### src/rtl/dvp_tx_pkg.sv
// Shared types and constants for the DVP camera-side transmitter:
// FSM states, pattern_sel codes and the RGB565 colour-bar palette.
package dvp_tx_pkg;

  typedef enum logic [2:0] {
    StIdle,
    StSync,
    StBporch,
    StActive,
    StFporch
  } state_e;

  localparam logic [1:0] PatBars  = 2'd0;
  localparam logic [1:0] PatGrad  = 2'd1;
  localparam logic [1:0] PatSolid = 2'd2;
  localparam logic [1:0] PatCheck = 2'd3;

  function automatic logic [15:0] bar_colour(input logic [2:0] idx);
    logic [15:0] c;
    unique case (idx)
      3'd0:    c = 16'hFFFF;
      3'd1:    c = 16'hFFE0;
      3'd2:    c = 16'h07FF;
      3'd3:    c = 16'h07E0;
      3'd4:    c = 16'hF81F;
      3'd5:    c = 16'hF800;
      3'd6:    c = 16'h001F;
      default: c = 16'h0000;
    endcase
    return c;
  endfunction

endpackage

### src/rtl/dvp_tx_pattern_gen.sv
// Combinational test-pattern source: maps an active pixel position to an RGB565 value.
module dvp_tx_pattern_gen (
  input  logic [12:0] x,
  input  logic [12:0] y,
  input  logic [1:0]  pattern,
  input  logic [15:0] solid_rgb,
  input  logic [12:0] bar_width,
  output logic [15:0] pixel
);
  import dvp_tx_pkg::*;

  logic [2:0] bar_idx;

  // Bar index = x / bar_width saturated at 7, via threshold compares instead of a divider.
  always_comb begin
    bar_idx = 3'd0;
    for (int k = 1; k < 8; k++) begin
      if ({3'b000, x} >= 16'(k) * {3'b000, bar_width}) begin
        bar_idx = 3'(k);
      end
    end
  end

  always_comb begin
    pixel = 16'h0000;
    unique case (pattern)
      PatBars:  pixel = bar_colour(bar_idx);
      PatGrad:  pixel = {y[7:0], x[7:0]};
      PatSolid: pixel = solid_rgb;
      PatCheck: pixel = (x[3] ^ y[3]) ? 16'hFFFF : 16'h0000;
      default:  pixel = 16'h0000;
    endcase
  end

endmodule

### src/rtl/dvp_cam_tx.sv
// DVP camera-side transmitter emulating an OV5640 in RGB565 mode (two bytes per pixel).
// Optional macro DVP_TX_FRAME_TAG_EN: pixel (0,0) of each frame carries frame_cnt.
module dvp_cam_tx #(
  parameter int unsigned VS_LINES = 1,
  parameter int unsigned V_START  = 2,
  parameter int unsigned H_START  = 1
) (
  input  logic        clk,
  input  logic        rst_n,
  input  logic        tx_en,
  input  logic [1:0]  pattern_sel,
  input  logic [15:0] solid_rgb,
  input  logic [12:0] cmos_h_pixel,
  input  logic [12:0] cmos_v_pixel,
  input  logic [12:0] total_h_pixel,
  input  logic [12:0] total_v_pixel,
  output logic        cam_vsync,
  output logic        cam_href,
  output logic [7:0]  cam_data,
  output logic        frame_done,
  output logic [15:0] frame_cnt,
  output logic        busy,
  output logic        cfg_err
);
  import dvp_tx_pkg::*;

  localparam logic [12:0] VsLines = 13'(VS_LINES);
  localparam logic [12:0] VStart  = 13'(V_START);
  localparam logic [12:0] HStart  = 13'(H_START);
  localparam logic [13:0] HrefLo  = 14'(2 * H_START);

  state_e      state_q, state_d;
  logic [13:0] bx_q, bx_d;
  logic [12:0] ly_q, ly_d, ly_nx;
  logic [12:0] h_act_q, v_act_q, h_tot_q, v_tot_q;
  logic [1:0]  pat_q;
  logic [15:0] solid_q;
  logic [15:0] frame_cnt_q, frame_cnt_d;
  logic        cfg_err_q, cfg_err_d;
  logic        vsync_q, vsync_d, href_q, href_d, done_q, done_d;
  logic [7:0]  data_q, data_d;
  logic        cfg_ok, line_end, frame_end, start, latch;
  logic [12:0] px, py, bar_w;
  logic [15:0] pix, pix_out;

  always_comb begin
    cfg_ok = (cmos_h_pixel != 13'd0) && (cmos_v_pixel != 13'd0) &&
             ({1'b0, total_h_pixel} >= {1'b0, HStart} + {1'b0, cmos_h_pixel}) &&
             ({1'b0, total_v_pixel} >= {1'b0, VStart} + {1'b0, cmos_v_pixel});
    line_end  = bx_q == ({h_tot_q, 1'b0} - 14'd1);
    frame_end = line_end && (ly_q == v_tot_q - 13'd1);
    ly_nx     = ly_q + 13'd1;

    state_d     = state_q;
    bx_d        = bx_q;
    ly_d        = ly_q;
    frame_cnt_d = frame_cnt_q;
    cfg_err_d   = cfg_err_q;
    start       = 1'b0;
    latch       = 1'b0;

    if (state_q == StIdle) begin
      start = tx_en;
    end else if (frame_end) begin
      frame_cnt_d = frame_cnt_q + 16'd1;
      state_d     = StIdle;
      start       = tx_en;
    end else if (line_end) begin
      bx_d = 14'd0;
      ly_d = ly_nx;
      if (ly_nx < VsLines) begin
        state_d = StSync;
      end else if (ly_nx < VStart) begin
        state_d = StBporch;
      end else if ({1'b0, ly_nx} < {1'b0, VStart} + {1'b0, v_act_q}) begin
        state_d = StActive;
      end else begin
        state_d = StFporch;
      end
    end else begin
      bx_d = bx_q + 14'd1;
    end

    // Covers both the first start from IDLE and the back-to-back restart at frame end.
    if (start) begin
      if (cfg_ok) begin
        latch     = 1'b1;
        state_d   = StSync;
        bx_d      = 14'd0;
        ly_d      = 13'd0;
        cfg_err_d = 1'b0;
      end else begin
        cfg_err_d = 1'b1;
      end
    end
  end

  always_comb begin
    px    = 13'(bx_q[13:1]) - HStart;
    py    = ly_q - VStart;
    bar_w = (h_act_q[12:3] == 10'd0) ? 13'd1 : {3'b000, h_act_q[12:3]};
  end

  dvp_tx_pattern_gen u_pattern_gen (
    .x         (px),
    .y         (py),
    .pattern   (pat_q),
    .solid_rgb (solid_q),
    .bar_width (bar_w),
    .pixel     (pix)
  );

  always_comb begin
    pix_out = pix;
`ifdef DVP_TX_FRAME_TAG_EN
    if (px == 13'd0 && py == 13'd0) begin
      pix_out = frame_cnt_q;
    end
`endif
    href_d  = (state_q == StActive) && (bx_q >= HrefLo) && (bx_q < HrefLo + {h_act_q, 1'b0});
    vsync_d = state_q == StSync;
    data_d  = href_d ? (bx_q[0] ? pix_out[7:0] : pix_out[15:8]) : 8'h00;
    done_d  = (state_q != StIdle) && frame_end;
  end

  always_ff @(posedge clk or negedge rst_n) begin
    if (!rst_n) begin
      state_q     <= StIdle;
      bx_q        <= '0;
      ly_q        <= '0;
      frame_cnt_q <= '0;
      cfg_err_q   <= 1'b0;
      vsync_q     <= 1'b0;
      href_q      <= 1'b0;
      data_q      <= '0;
      done_q      <= 1'b0;
    end else begin
      state_q     <= state_d;
      bx_q        <= bx_d;
      ly_q        <= ly_d;
      frame_cnt_q <= frame_cnt_d;
      cfg_err_q   <= cfg_err_d;
      vsync_q     <= vsync_d;
      href_q      <= href_d;
      data_q      <= data_d;
      done_q      <= done_d;
    end
  end

  always_ff @(posedge clk or negedge rst_n) begin
    if (!rst_n) begin
      h_act_q <= '0;
      v_act_q <= '0;
      h_tot_q <= '0;
      v_tot_q <= '0;
      pat_q   <= '0;
      solid_q <= '0;
    end else if (latch) begin
      h_act_q <= cmos_h_pixel;
      v_act_q <= cmos_v_pixel;
      h_tot_q <= total_h_pixel;
      v_tot_q <= total_v_pixel;
      pat_q   <= pattern_sel;
      solid_q <= solid_rgb;
    end
  end

  assign cam_vsync  = vsync_q;
  assign cam_href   = href_q;
  assign cam_data   = data_q;
  assign frame_done = done_q;
  assign frame_cnt  = frame_cnt_q;
  assign busy       = state_q != StIdle;
  assign cfg_err    = cfg_err_q;

endmodule

### config.mk
export PLATFORM = sky130hd
export DESIGN_NAME = dvp_cam_tx
export DESIGN_NICKNAME = d
export VERILOG_FILES = /design/src/rtl/dvp_tx_pkg.sv /design/src/rtl/dvp_tx_pattern_gen.sv /design/src/rtl/dvp_cam_tx.sv
export SDC_FILE = /design/constraint.sdc
export NUM_CORES = 1
export LEC_CHECK = 0
export BUFFER_PORTS_ARGS = -buffer_cell sky130_fd_sc_hd__buf_2
export CORE_AREA = 2 2 170 172
export CTS_BUF_LIST = sky130_fd_sc_hd__clkbuf_16
export DETAILED_ROUTE_END_ITERATION = 12
export DIE_AREA = 0 0 172 174
export HOLD_SLACK_MARGIN = 0.12
export PLACE_DENSITY = 0.68
export SYNTH_ARGS = -nofsm -noshare
export SYNTH_HDL_FRONTEND = slang
export SYNTH_SLANG_ARGS = --single-unit
### constraint.sdc
create_clock -name clk -period 12.55 [get_ports clk]
set_input_delay 1.255 -clock clk [delete_from_list [all_inputs] [get_ports clk]]
set_output_delay 1.255 -clock clk [all_outputs]
set_load 0.05 [all_outputs]
==> metrics.log, run 1 <==
[metrics] Seq/Total Area, Yosys: 0.253
[metrics] total clock sinks: 128
[metrics] total length of routed wires: 35.5 mm
[metrics] sort of element at the end of the critical path: flip-flop
[metrics] core occupancy in the finished layout: 0.498
[metrics] Post-synth EDFFs: 0
[metrics] achievable clock frequency: 0.170 GHz
[metrics] top fanout value on the critical path: 49
[metrics] combined global-route utilization of all metal layers: 0.242
[metrics] post-route cell area: 14100 µm²
[metrics] first-pass GRT wire length: 56.6 mm
[metrics] Initial DRC Count: 982
[metrics] RR Startpoint: h_act_q[11]
[metrics] TritonCTS clock tree: built
[metrics] worst IR drop on VDD: 0.0997 mV
[metrics] effective utilization at floorplan: 0.449
[metrics] overall overflow remaining after global route: 0
[metrics] std cell rows: 62
[metrics] FF-to-FF setup slack: 6760 ps
[metrics] max-capacitance violation count: 0
[metrics] Slew HR: 0.285
[metrics] Die H: 174 µm
[metrics] Synth Instances: 1372
[metrics] pin count of the biggest net entering global routing: 66
[metrics] hold bufs inserted after CTS: 0
[metrics] total number of vias: 10712
[metrics] Horiz. Die Dim: 172 µm
[metrics] yosys synthesis warning count: 0
[metrics] CTS Buf Count: 17
[metrics] total negative slack: 0 ps
[metrics] average wire per standard cell: 19.4 µm
[metrics] source-to-sink clock delay at the later pin of the worst-skew pair: 440 ps
[metrics] total die area: 29900 µm²
[metrics] cell count of the worst hold path: 1
[metrics] IO Port Bufs: 101
[metrics] outcome: finished clean
[metrics] mean instance size in the synthesized netlist: 9.24 µm²
[metrics] Crit Path Class: in2reg
[metrics] Filler Cell Count: 2651
[metrics] Pwr per Cell Area: 70.5 nW/µm²
[metrics] unrepaired setup endpoints after global routing: false
[metrics] worst reg2reg endpoint: cam_data[6]
[metrics] CP max stage cell: buf_4
[metrics] post-cts sizing count: 0
[metrics] required time of the worst setup path: 12880 ps
[metrics] Placer Congestion: 0.903
[metrics] Final Hold Fails: 0
[metrics] estimated wirelength of the detail-placed design: 27.4 mm
[metrics] worst hold path class: reg2reg
[metrics] setup clock skew after layout: 10.5 ps
[metrics] final period utilization: 0.469
[metrics] dominant synthesized flop cell: dfrtp_1
[metrics] Slew @ Worst Pin: 1070 ps
[metrics] maximum buffer depth of the clock tree: 2
[metrics] clock-pin transition on the worst setup and hold timing paths: 60 ps
[metrics] Post-Synthesis Net Count: 1629
[metrics] IO Pins: 102
[metrics] Post-layout nets: 1693
[metrics] total iterations of the first detailed-routing run: 6
[metrics] Data arrival, critical path: 6210 ps
[metrics] Antenna Violating Nets Remaining: 0
[metrics] Setup Buffers After CTS: 0
[metrics] total DRC errors in the routed layout: 0
[metrics] source of the worst hold timing path: frame_cnt[15]
[metrics] CTS H-tree lvls: 4
[metrics] Final Slew Violations: 0
[metrics] Cell Chain, Critical Path: buf_2 -> and3_1 -> and2_1 -> nand3_1 -> nor3_1 -> nand2_1 -> xor2_1 -> ha_1 -> a21o_1 -> a2111oi_0 -> a221oi_1 -> o211ai_1 -> and4b_1 -> nand2_4 -> buf_4 -> mux2_2
[metrics] synth unique cells: 72
[metrics] R2R depth: 25
[metrics] worst hold margin: 468 ps
[metrics] vias per inst: 5.84
[metrics] worst-case hold path end point: frame_cnt[15]
[metrics] synthesized area: 12700 µm²
[metrics] Core Box Area: 28200 µm²
[metrics] Clock Tree Root: clkbuf_16
[metrics] launching element type of the critical path: input port
[metrics] number of global-route vias before repair: 10519
[metrics] flop and latch count out of synthesis: 128
[metrics] Area after DPL: 13400 µm²
[metrics] post-route minimum period: 5880 ps
[metrics] initial antenna violation count: 2
[metrics] delay of the slowest cell on the worst path: 790 ps
[metrics] count of endpoints failing setup in the final report: 0
[metrics] leakage power: 0.00693 µW
[metrics] layout-stage area growth over the synthesis result: 10.9%
[metrics] fraction of layout instances using a drive strength above 1: 0.154
[metrics] share of flip-flops with an asynchronous set or reset after synthesis: 1.00
==> stage by stage <==
stage                     instances  power (µW)  setup WS, ps
final                          1834         991          6670
after global routing           1834        1020          6290
after CTS                      1832         999          6810
after detailed placement       1801         478          6360
after global placement         1801         477          6670
after floorplan                1372         441          7550
==> cell type report <==
class | instances | area, µm² | area share
multi-input cells | 1102 | 8900 | 0.633
flip-flops and latches | 128 | 3200 | 0.228
repair buffers | 110 | 579 | 0.0412
well taps | 384 | 480 | 0.0342
clock buffers | 17 | 425 | 0.0303
inverters | 77 | 289 | 0.0206
clock inverters | 14 | 179 | 0.0127
diodes | 2 | 5.00 | 0.000356
==> cells in the mapped netlist (13+ instances only) <==
library cell	n	area (µm²)
o21ai_0	54	270
nand2_1	66	248
xnor2_1	69	604
a211oi_1	18	135
nor2_1	59	221
clkbuf_1	54	203
dfrtp_1	128	3200
a21o_1	38	285
nor4_1	25	156
nor3_1	35	175
a21oi_1	72	360
mux2_4	66	991
xor2_1	68	596
ha_1	177	2210
and3_1	25	156
nand3_1	54	270
inv_1	75	282
o211ai_1	13	97.6
o22ai_1	13	81.3
nand4_1	20	125
nand2b_1	17	106
o2bb2ai_1	13	114
a31oi_1	17	106
==> state kept, by name (all words and copies together), names as in the netlist, 2 cells and up <==
signal,cells
solid_q,16
ly_q,13
bx_q,14
h_tot_q,13
cam_data,8
pat_q,2
v_act_q,13
v_tot_q,13
state_q,3
frame_cnt,16
h_act_q,13
==> worst max-delay path by stage <==
stage / slack [ps] / startpoint / to
5_1_grt: 6290 / h_act_q[11] / cam_data[2]
3_3_place_gp: 6670 / cmos_h_pixel[2] / v_tot_q[9]
4_1_cts: 6810 / cmos_h_pixel[2] / v_tot_q[8]
3_5_place_dp: 6360 / cmos_h_pixel[2] / v_tot_q[8]
2_1_floorplan: 7550 / h_act_q[11] / cam_data[0]
6_report: 6670 / cmos_h_pixel[2] / v_tot_q[8]
==> critical path, delay by kind of cell <==
kind                       cells  cell delay (ps)
and+or+nand+nor                7             1760
AOI/OAI and AO/OA              4             1310
buffers and inverters          2              930
xor gates and xnor gates       1              150
adders and majority gates      1              290
muxes                          1              410
==> where the power goes <==
part	switching, µW	leakage, µW	internal, µW	total [µW]
Sequential	0	0.00167	413	413
Combinational	36.1	0.00497	21.4	57.5
Clock	206	0.000293	315	520
==> cells in the final DEF (no fill, tap or decap), drive strengths merged, types with 6 or more instances in the layout <==
master and instances:
ha 177, dfrtp 128, buf 110, inv 81
a21oi 72, xnor2 69, mux2 69, xor2 68
nand2 67, nor2 59, o21ai 55, nand3 54
a21o 38, nor3 35, and3 25, nor4 25
nand4 20, a211oi 18, nand2b 17, a31oi 17
clkbuf 17, o22ai 13, o211ai 13, o2bb2ai 13
nor3b 12, a22oi 12, and2 12, or3 11
nor2b 11, o2111ai 10, o21a 10, and4 8
a211o 8, fa 7, o21bai 6, o311a 6
==> layer usage <==
layer	routed length [µm]	track usage	vias up	part of all wire
met5	0	0	-	0
met4	1370	0.104	0	0.038
met3	1680	0.0419	83	0.047
met2	16500	0.387	321	0.46
met1	16000	0.321	5108	0.45
li1	-	-	5200	-
==> logic make-up after synthesis <==
| logic type | share of synthesized area |
|---|---|
| AOI/OAI and AO/OA | 0.176 |
| muxes | 0.0848 |
| and+or+nand+nor | 0.158 |
| DFF | 0.253 |
| buffers and inverters | 0.0463 |
| adders and majority gates | 0.187 |
| xor gates and xnor gates | 0.0947 |
Power figures use the tool's default switching activity.
==> run 2: changes to the inputs <==
==> constraint.sdc (replaced) <==
create_clock -name clk -period 5.8 [get_ports clk]
set_input_delay 0.58 -clock clk [delete_from_list [all_inputs] [get_ports clk]]
set_output_delay 0.58 -clock clk [all_outputs]
set_load 0.05 [all_outputs]
==> metrics.log, run 2 (same netlist as run 1, synthesis figures left out) <==
[metrics] outcome: finished clean
[metrics] total iterations of the first detailed-routing run: 5
[metrics] setup clock skew after layout: 7.24 ps
[metrics] layout-stage area growth over the synthesis result: 11.1%
[metrics] post-route minimum period: 5350 ps
[metrics] Initial DRC Count: 695
[metrics] worst hold path class: in2async
[metrics] worst reg2reg endpoint: cam_data[0]
[metrics] largest delay contributor family on the critical path: compound AO/OA/AOI/OAI gates
[metrics] met3 global-route usage: 0.0442
[metrics] total die area: 29900 µm²
[metrics] Slew HR: 0.303
[metrics] Post-layout nets: 1700
[metrics] initial antenna violation count: 2
[metrics] first-pass GRT wire length: 57.4 mm
[metrics] std cell rows: 62
[metrics] total negative slack: 0 ps
[metrics] most used routing layer: met2
[metrics] IO Pins: 102
[metrics] max-capacitance violation count: 0
[metrics] average wire per standard cell: 19.3 µm
[metrics] leading cell types in the layout, fill and taps excluded: ha_1 (177), dfrtp_1 (126), buf_2 (100)
[metrics] TritonCTS clock tree: built
[metrics] Core Box Area: 28200 µm²
[metrics] Pwr per Cell Area: 144 nW/µm²
[metrics] maximum buffer depth of the clock tree: 2
[metrics] Buf+Inv Stages, Crit Path: 2
[metrics] FF-to-FF setup slack: 450 ps
[metrics] Crit Path Class: reg2reg
[metrics] fraction of layout instances using a drive strength above 1: 0.159
[metrics] top fanout value on the critical path: 9
[metrics] area of the multi-input gates: 8930 µm²
[metrics] Final Hold Fails: 0
[metrics] commonest non-fill, non-tap cell in the layout: ha_1
[metrics] total design power: 2030 µW
[metrics] final period utilization: 0.922
[metrics] Data arrival, critical path: 5690 ps
[metrics] GR Layer Usage met1: 0.318
[metrics] Placer Congestion: 0.929
[metrics] required time of the worst setup path: 6140 ps
[metrics] effective utilization at floorplan: 0.449
[metrics] total number of vias: 10783
[metrics] CTS H-tree lvls: 4
[metrics] source-to-sink clock delay at the later pin of the worst-skew pair: 430 ps
[metrics] Cell Chain, Critical Path: inv_1 -> ha_1 -> nand2_1 -> nor2_1 -> nand2_2 -> nand2_1 -> inv_1 -> fa_1 -> ha_1 -> a21oi_1 -> o21bai_1 -> a21oi_1 -> xor2_1 -> ha_1 -> and2_1 -> a221oi_1 -> o21a_1 -> o21ai_0 -> a211oi_2 -> a311o_1 -> nand2_1 -> o211ai_1
[metrics] met2 Use GR: 0.400
[metrics] R2R depth: 22
[metrics] Slew @ Worst Pin: 1050 ps
[metrics] IO Port Bufs: 101
[metrics] Final Slew Violations: 0
[metrics] CP max stage cell: dfrtp_2
[metrics] leakage power: 0.00695 µW
[metrics] total clock sinks: 128
[metrics] Sequential Area: 3210 µm²
[metrics] vias per inst: 5.87
[metrics] Die H: 174 µm
[metrics] achievable clock frequency: 0.187 GHz
[metrics] Horiz. Die Dim: 172 µm
[metrics] CTS Buf Count: 17
[metrics] worst IR drop on VDD: 0.212 mV
[metrics] Filler Cell Count: 2664
[metrics] sort of element at the end of the critical path: flip-flop
[metrics] number of global-route vias before repair: 10641
[metrics] Setup Buffers After CTS: 0
[metrics] worst hold margin: 164 ps
[metrics] count of endpoints failing setup in the final report: 0
[metrics] unrepaired setup endpoints after global routing: false
[metrics] total length of routed wires: 35.5 mm
[metrics] combined global-route utilization of all metal layers: 0.244
[metrics] pin count of the biggest net entering global routing: 69
[metrics] delay of the slowest cell on the worst path: 480 ps
[metrics] clock-pin transition on the worst setup and hold timing paths: 60 ps
[metrics] launching element type of the critical path: flip-flop
[metrics] overall overflow remaining after global route: 0
[metrics] estimated wirelength of the detail-placed design: 27.6 mm
[metrics] Antenna Violating Nets Remaining: 0
[metrics] RR Startpoint: h_act_q[11]
[metrics] total DRC errors in the routed layout: 0
[metrics] Clock Tree Root: clkbuf_16
==> run 2: changes by cell type in the layout (fill, tap and decap cells not counted), moves of 2 or more <==
cell        before  now
dfrtp_1        128  126
clkinvlp_4       2    0
dfrtp_2          0    2
nand2_1         66   63
clkinv_1         2    5
nand2_2          0    3
inv_6            5    0
inv_1           75   78
buf_4            9   15
==> run 2: worst max path at each step <==
stage | to | from | slack [ps] | cells past startpoint
finish | cam_data[0] | h_act_q[11] | 450 | 22
global route | cam_data[0] | h_act_q[11] | 10 | 26
CTS | cam_data[0] | h_act_q[11] | 190 | 23
detailed placement | cam_data[0] | h_act_q[11] | 230 | 23
global placement | cam_data[1] | h_act_q[11] | 430 | 24
floorplan | cam_data[2] | h_act_q[11] | 800 | 26
==> run 2: layer usage <==
layer  vias up  routed length (µm)
met5         -                  16
met4         2                1230
met3        73                1950
met2       297               16800
met1      5194               15500
li1       5217                   -
==> run 2: worst reg2reg max path, stage by stage (launching register included) <==
cell,delay (ps)
dfrtp_2,480
inv_1,160
ha_1,170
nand2_1,70
nor2_1,160
nand2_2,160
nand2_1,190
inv_1,160
fa_1,460
ha_1,350
a21oi_1,230
o21bai_1,100
a21oi_1,250
xor2_1,210
ha_1,270
and2_1,180
a221oi_1,300
o21a_1,230
o21ai_0,210
a211oi_2,380
a311o_1,240
nand2_1,100
o211ai_1,210
==> run 2: per-stage QoR <==
| step | instance area [µm²] | setup WS [ps] | utilization | cells |
|---|---|---|---|---|
| after floorplan | 12700 | 802 | - | 1372 |
| after global placement | 13500 | 428 | 0.479 | 1808 |
| after detailed placement | 13500 | 227 | 0.479 | 1808 |
| after CTS | 14000 | 189 | 0.497 | 1837 |
| after global routing | 14100 | 14.1 | 0.499 | 1837 |
| final | 14100 | 452 | 0.499 | 1838 |
==> run 2: what timing repair did <==
action / CTS / global route
hold buffers: 0 / 0
endpoints found under the setup margin: 0 / 8
resized for setup: 0 / 9
==> run 2: power by group <==
part / internal [µW] / switching [µW]
combinational: 46.7 / 79.2
sequential: 894 / 0
clock: 612 / 396
==> run 2: final cells by class <==
type,instances,share of cell area
diodes,1,0.000178
clock buffers,17,0.0302
clock inverters,12,0.00755
inverters,77,0.0205
multi-input cells,1102,0.634
flip-flops and latches,128,0.228
well taps,384,0.0341
repair buffers,117,0.0458
==> run 3: changes to the inputs <==
--- a/config.mk
+++ b/config.mk
@@ -5,13 +5,14 @@
 export SDC_FILE = /design/constraint.sdc
 export NUM_CORES = 1
 export LEC_CHECK = 0
-export BUFFER_PORTS_ARGS = -buffer_cell sky130_fd_sc_hd__buf_2
+export ABC_AREA = 1
 export CORE_AREA = 2 2 170 172
 export CTS_BUF_LIST = sky130_fd_sc_hd__clkbuf_16
 export DETAILED_ROUTE_END_ITERATION = 12
 export DIE_AREA = 0 0 172 174
+export DONT_BUFFER_PORTS = 1
 export HOLD_SLACK_MARGIN = 0.12
-export PLACE_DENSITY = 0.68
+export PLACE_DENSITY = 0.65
 export SYNTH_ARGS = -nofsm -noshare
 export SYNTH_HDL_FRONTEND = slang
 export SYNTH_SLANG_ARGS = --single-unit
==> metrics.log, run 3 <==
[metrics] TritonCTS clock tree: built
[metrics] compound-gate portion of the synthesized area: 0.0858
[metrics] std cell rows: 62
[metrics] Horiz. Die Dim: 172 µm
[metrics] leakage power: 0.00698 µW
[metrics] combined global-route utilization of all metal layers: 0.230
[metrics] worst IR drop on VDD: 0.331 mV
[metrics] Post-layout nets: 2040
[metrics] synthesized area: 12700 µm²
[metrics] post-route cell area: 13700 µm²
[metrics] Seq/Total Area, Yosys: 0.253
[metrics] Simple-Gate Fraction of Synth Area: 0.312
[metrics] RR Startpoint: h_act_q[9]
[metrics] top fanout value on the critical path: 8
[metrics] first-pass GRT wire length: 55.2 mm
[metrics] FF-to-FF setup slack: 480 ps
[metrics] yosys synthesis warning count: 0
[metrics] layout-stage area growth over the synthesis result: 7.81%
[metrics] most frequent cells after synthesis: nand2_1 (474), inv_1 (187), ha_1 (177)
[metrics] Final Slew Violations: 0
[metrics] final period utilization: 0.918
[metrics] initial antenna violation count: 0
[metrics] P_int: 3940 µW
[metrics] Initial DRC Count: 753
[metrics] CP max stage cell: dfrtp_2
[metrics] worst hold path class: in2async
[metrics] total DRC errors in the routed layout: 0
[metrics] launching element type of the critical path: flip-flop
[metrics] Area after DPL: 13000 µm²
[metrics] leading cell types in the layout, fill and taps excluded: nand2_1 (473), inv_1 (187), ha_1 (177)
[metrics] total design power: 8210 µW
[metrics] IO Port Bufs: 0
[metrics] clock-pin transition on the worst setup and hold timing paths: 60 ps
[metrics] pin count of the biggest net entering global routing: 129
[metrics] Slew @ Worst Pin: 1070 ps
[metrics] largest cells by area after synthesis: dfrtp_1 (25%), ha_1 (17%), nand2_1 (14%)
[metrics] effective utilization at floorplan: 0.449
[metrics] overall overflow remaining after global route: 0
[metrics] total iterations of the first detailed-routing run: 5
[metrics] dominant synthesized flop cell: dfrtp_1
[metrics] number of global-route vias before repair: 10981
[metrics] Core Box Area: 28200 µm²
[metrics] required time of the worst setup path: 6140 ps
[metrics] largest area contributor in the netlist: dfrtp_1
[metrics] commonest non-fill, non-tap cell in the layout: nand2_1
[metrics] total length of routed wires: 33.7 mm
[metrics] Antenna Violating Nets Remaining: 0
[metrics] Clock Tree Root: clkbuf_16
[metrics] launching element of the worst setup path: h_act_q[9]
[metrics] Sequential Area: 3210 µm²
[metrics] Switching Share: 0.521
[metrics] maximum buffer depth of the clock tree: 2
[metrics] IO Pins: 102
[metrics] antenna diode count: 0
[metrics] delay of the slowest cell on the worst path: 470 ps
[metrics] vias per inst: 5.33
[metrics] post-synth top area share: 0.253
[metrics] Switch Pwr: 4280 µW
[metrics] Pwr per Cell Area: 601 nW/µm²
[metrics] average wire per standard cell: 15.5 µm
[metrics] Die H: 174 µm
[metrics] dominant combinational cell family by area after synthesis: simple AND/OR/NAND/NOR gates
[metrics] mean instance size in the synthesized netlist: 7.05 µm²
[metrics] count of endpoints failing setup in the final report: 0
[metrics] Placer Congestion: 0.920
[metrics] worst slack at placement: 279 ps
[metrics] source-to-sink clock delay at the later pin of the worst-skew pair: 430 ps
[metrics] sort of element at the end of the critical path: flip-flop
[metrics] max-capacitance violation count: 0
[metrics] CTS H-tree lvls: 4
[metrics] synth unique cells: 47
[metrics] worst reg2reg endpoint: cam_data[1]
[metrics] post-route minimum period: 5320 ps
[metrics] achievable clock frequency: 0.188 GHz
[metrics] cell repeated most along the worst path: nand2_1
[metrics] estimated wirelength of the detail-placed design: 26.1 mm
[metrics] portion of total power attributed to the clock network: 0.131
[metrics] Slew HR: 0.287
[metrics] proportion of power drawn by combinational gates: 0.695
[metrics] Crit Path Class: reg2reg
[metrics] mux contribution to synthesized area: 0
[metrics] CTS Buf Count: 17
[metrics] Data arrival, critical path: 5660 ps
[metrics] total number of vias: 11621
[metrics] Flop pwr share: 0.174
[metrics] Filler Cell Count: 2855
[metrics] share of flip-flops with an asynchronous set or reset after synthesis: 1.00
[metrics] Synth Instances: 1799
[metrics] Final WS setup: 478 ps
[metrics] fraction of layout instances using a drive strength above 1: 0.0440
[metrics] dominant cell by count in the synthesized netlist: nand2_1
[metrics] total die area: 29900 µm²
[metrics] worst hold margin: 101 ps
[metrics] R2R depth: 37
[metrics] total clock sinks: 128
[metrics] outcome: finished clean
[metrics] fraction of the mapped netlist area in adder cells: 0.186
[metrics] Post-synth EDFFs: 0
[metrics] Final Hold Fails: 0
[metrics] share of the synthesized netlist area taken by xor and xnor gates: 0.0912
[metrics] Post-Synthesis Net Count: 2056
[metrics] setup clock skew after layout: 13.3 ps
[metrics] area of the multi-input gates: 8590 µm²
[metrics] flop and latch count out of synthesis: 128
[run 3: changes by cell type in the layout (fill, tap and decap cells not counted), moves of 27 or more]
cell     before  now
a21o_1       38    2
buf_2       100    0
inv_1        78  187
mux2_4       66    0
nand2_1      63  473
nand3_1      54  162
nor2_1       59  166
xnor2_1      69   37
xor2_1       68   95
[run 3: cells by family after synthesis]
logic type,after synthesis
xor gates and xnor gates,132
DFF,128
and+or+nand+nor,919
AOI/OAI and AO/OA,199
buffers and inverters,237
adders and majority gates,184
[run 3: layout make-up]
class / count / share of cell area
tap: 384 / 0.0352
inverter: 191 / 0.0528
multi-input combinational: 1434 / 0.628
clock buffer: 17 / 0.0311
timing repair buffer: 11 / 0.00751
sequential: 128 / 0.235
clock inverter: 15 / 0.0105
[run 3: worst max-delay path by stage]
stage	slack [ps]	depth (start not counted)	end
3_5_place_dp	280	37	cam_data[1]
4_1_cts	250	37	cam_data[1]
2_1_floorplan	1010	32	cam_data[0]
3_3_place_gp	550	37	cam_data[1]
5_1_grt	-40	35	cam_data[1]
6_report	480	37	cam_data[1]
[run 3: power groups by stage]
stage | Sequential [µW] | Clock, µW | Combinational (µW)
floorplan | 1300 | 0 | 4330
global placement | 1430 | 0 | 5410
detailed placement | 1440 | 0 | 5580
CTS | 1430 | 1080 | 5640
global route | 1470 | 1130 | 6600
finish | 1430 | 1070 | 5710
[run 3: metal layers]
metal,vias to the layer above,track usage,share of wire
met5,-,0,0
met4,0,0.0529,0.014
met3,38,0.0405,0.069
met2,330,0.351,0.43
met1,5376,0.337,0.48
li1,5877,-,-
[run 3: critical path, delay by kind of cell, from the launching register on]
family          cells  cell delay, ps
simple gates       18            1800
xor+xnor            1             180
buf+inv             4             460
fa+ha+maj           4             930
compound gates     10            1400
flops               1             470
[run 3: per-stage QoR]
| step | instances | util | setup TNS [ps] |
|---|---|---|---|
| 3_5_place_dp | 2145 | 0.461 | 0 |
| 6_report | 2180 | 0.484 | 0 |
| 4_1_cts | 2178 | 0.482 | 0 |
| 3_3_place_gp | 2145 | 0.461 | 0 |
| 2_1_floorplan | 1799 | - | 0 |
| 5_1_grt | 2180 | 0.484 | -74.6 |
[run 3: what timing repair did]
item / in CTS / in global routing
buffers inserted: 0 / 2
gates resized for setup: 0 / 13
hold endpoints to repair: 128 / 0
endpoints found under the setup margin: 0 / 8
hold buffers: 1 / 0
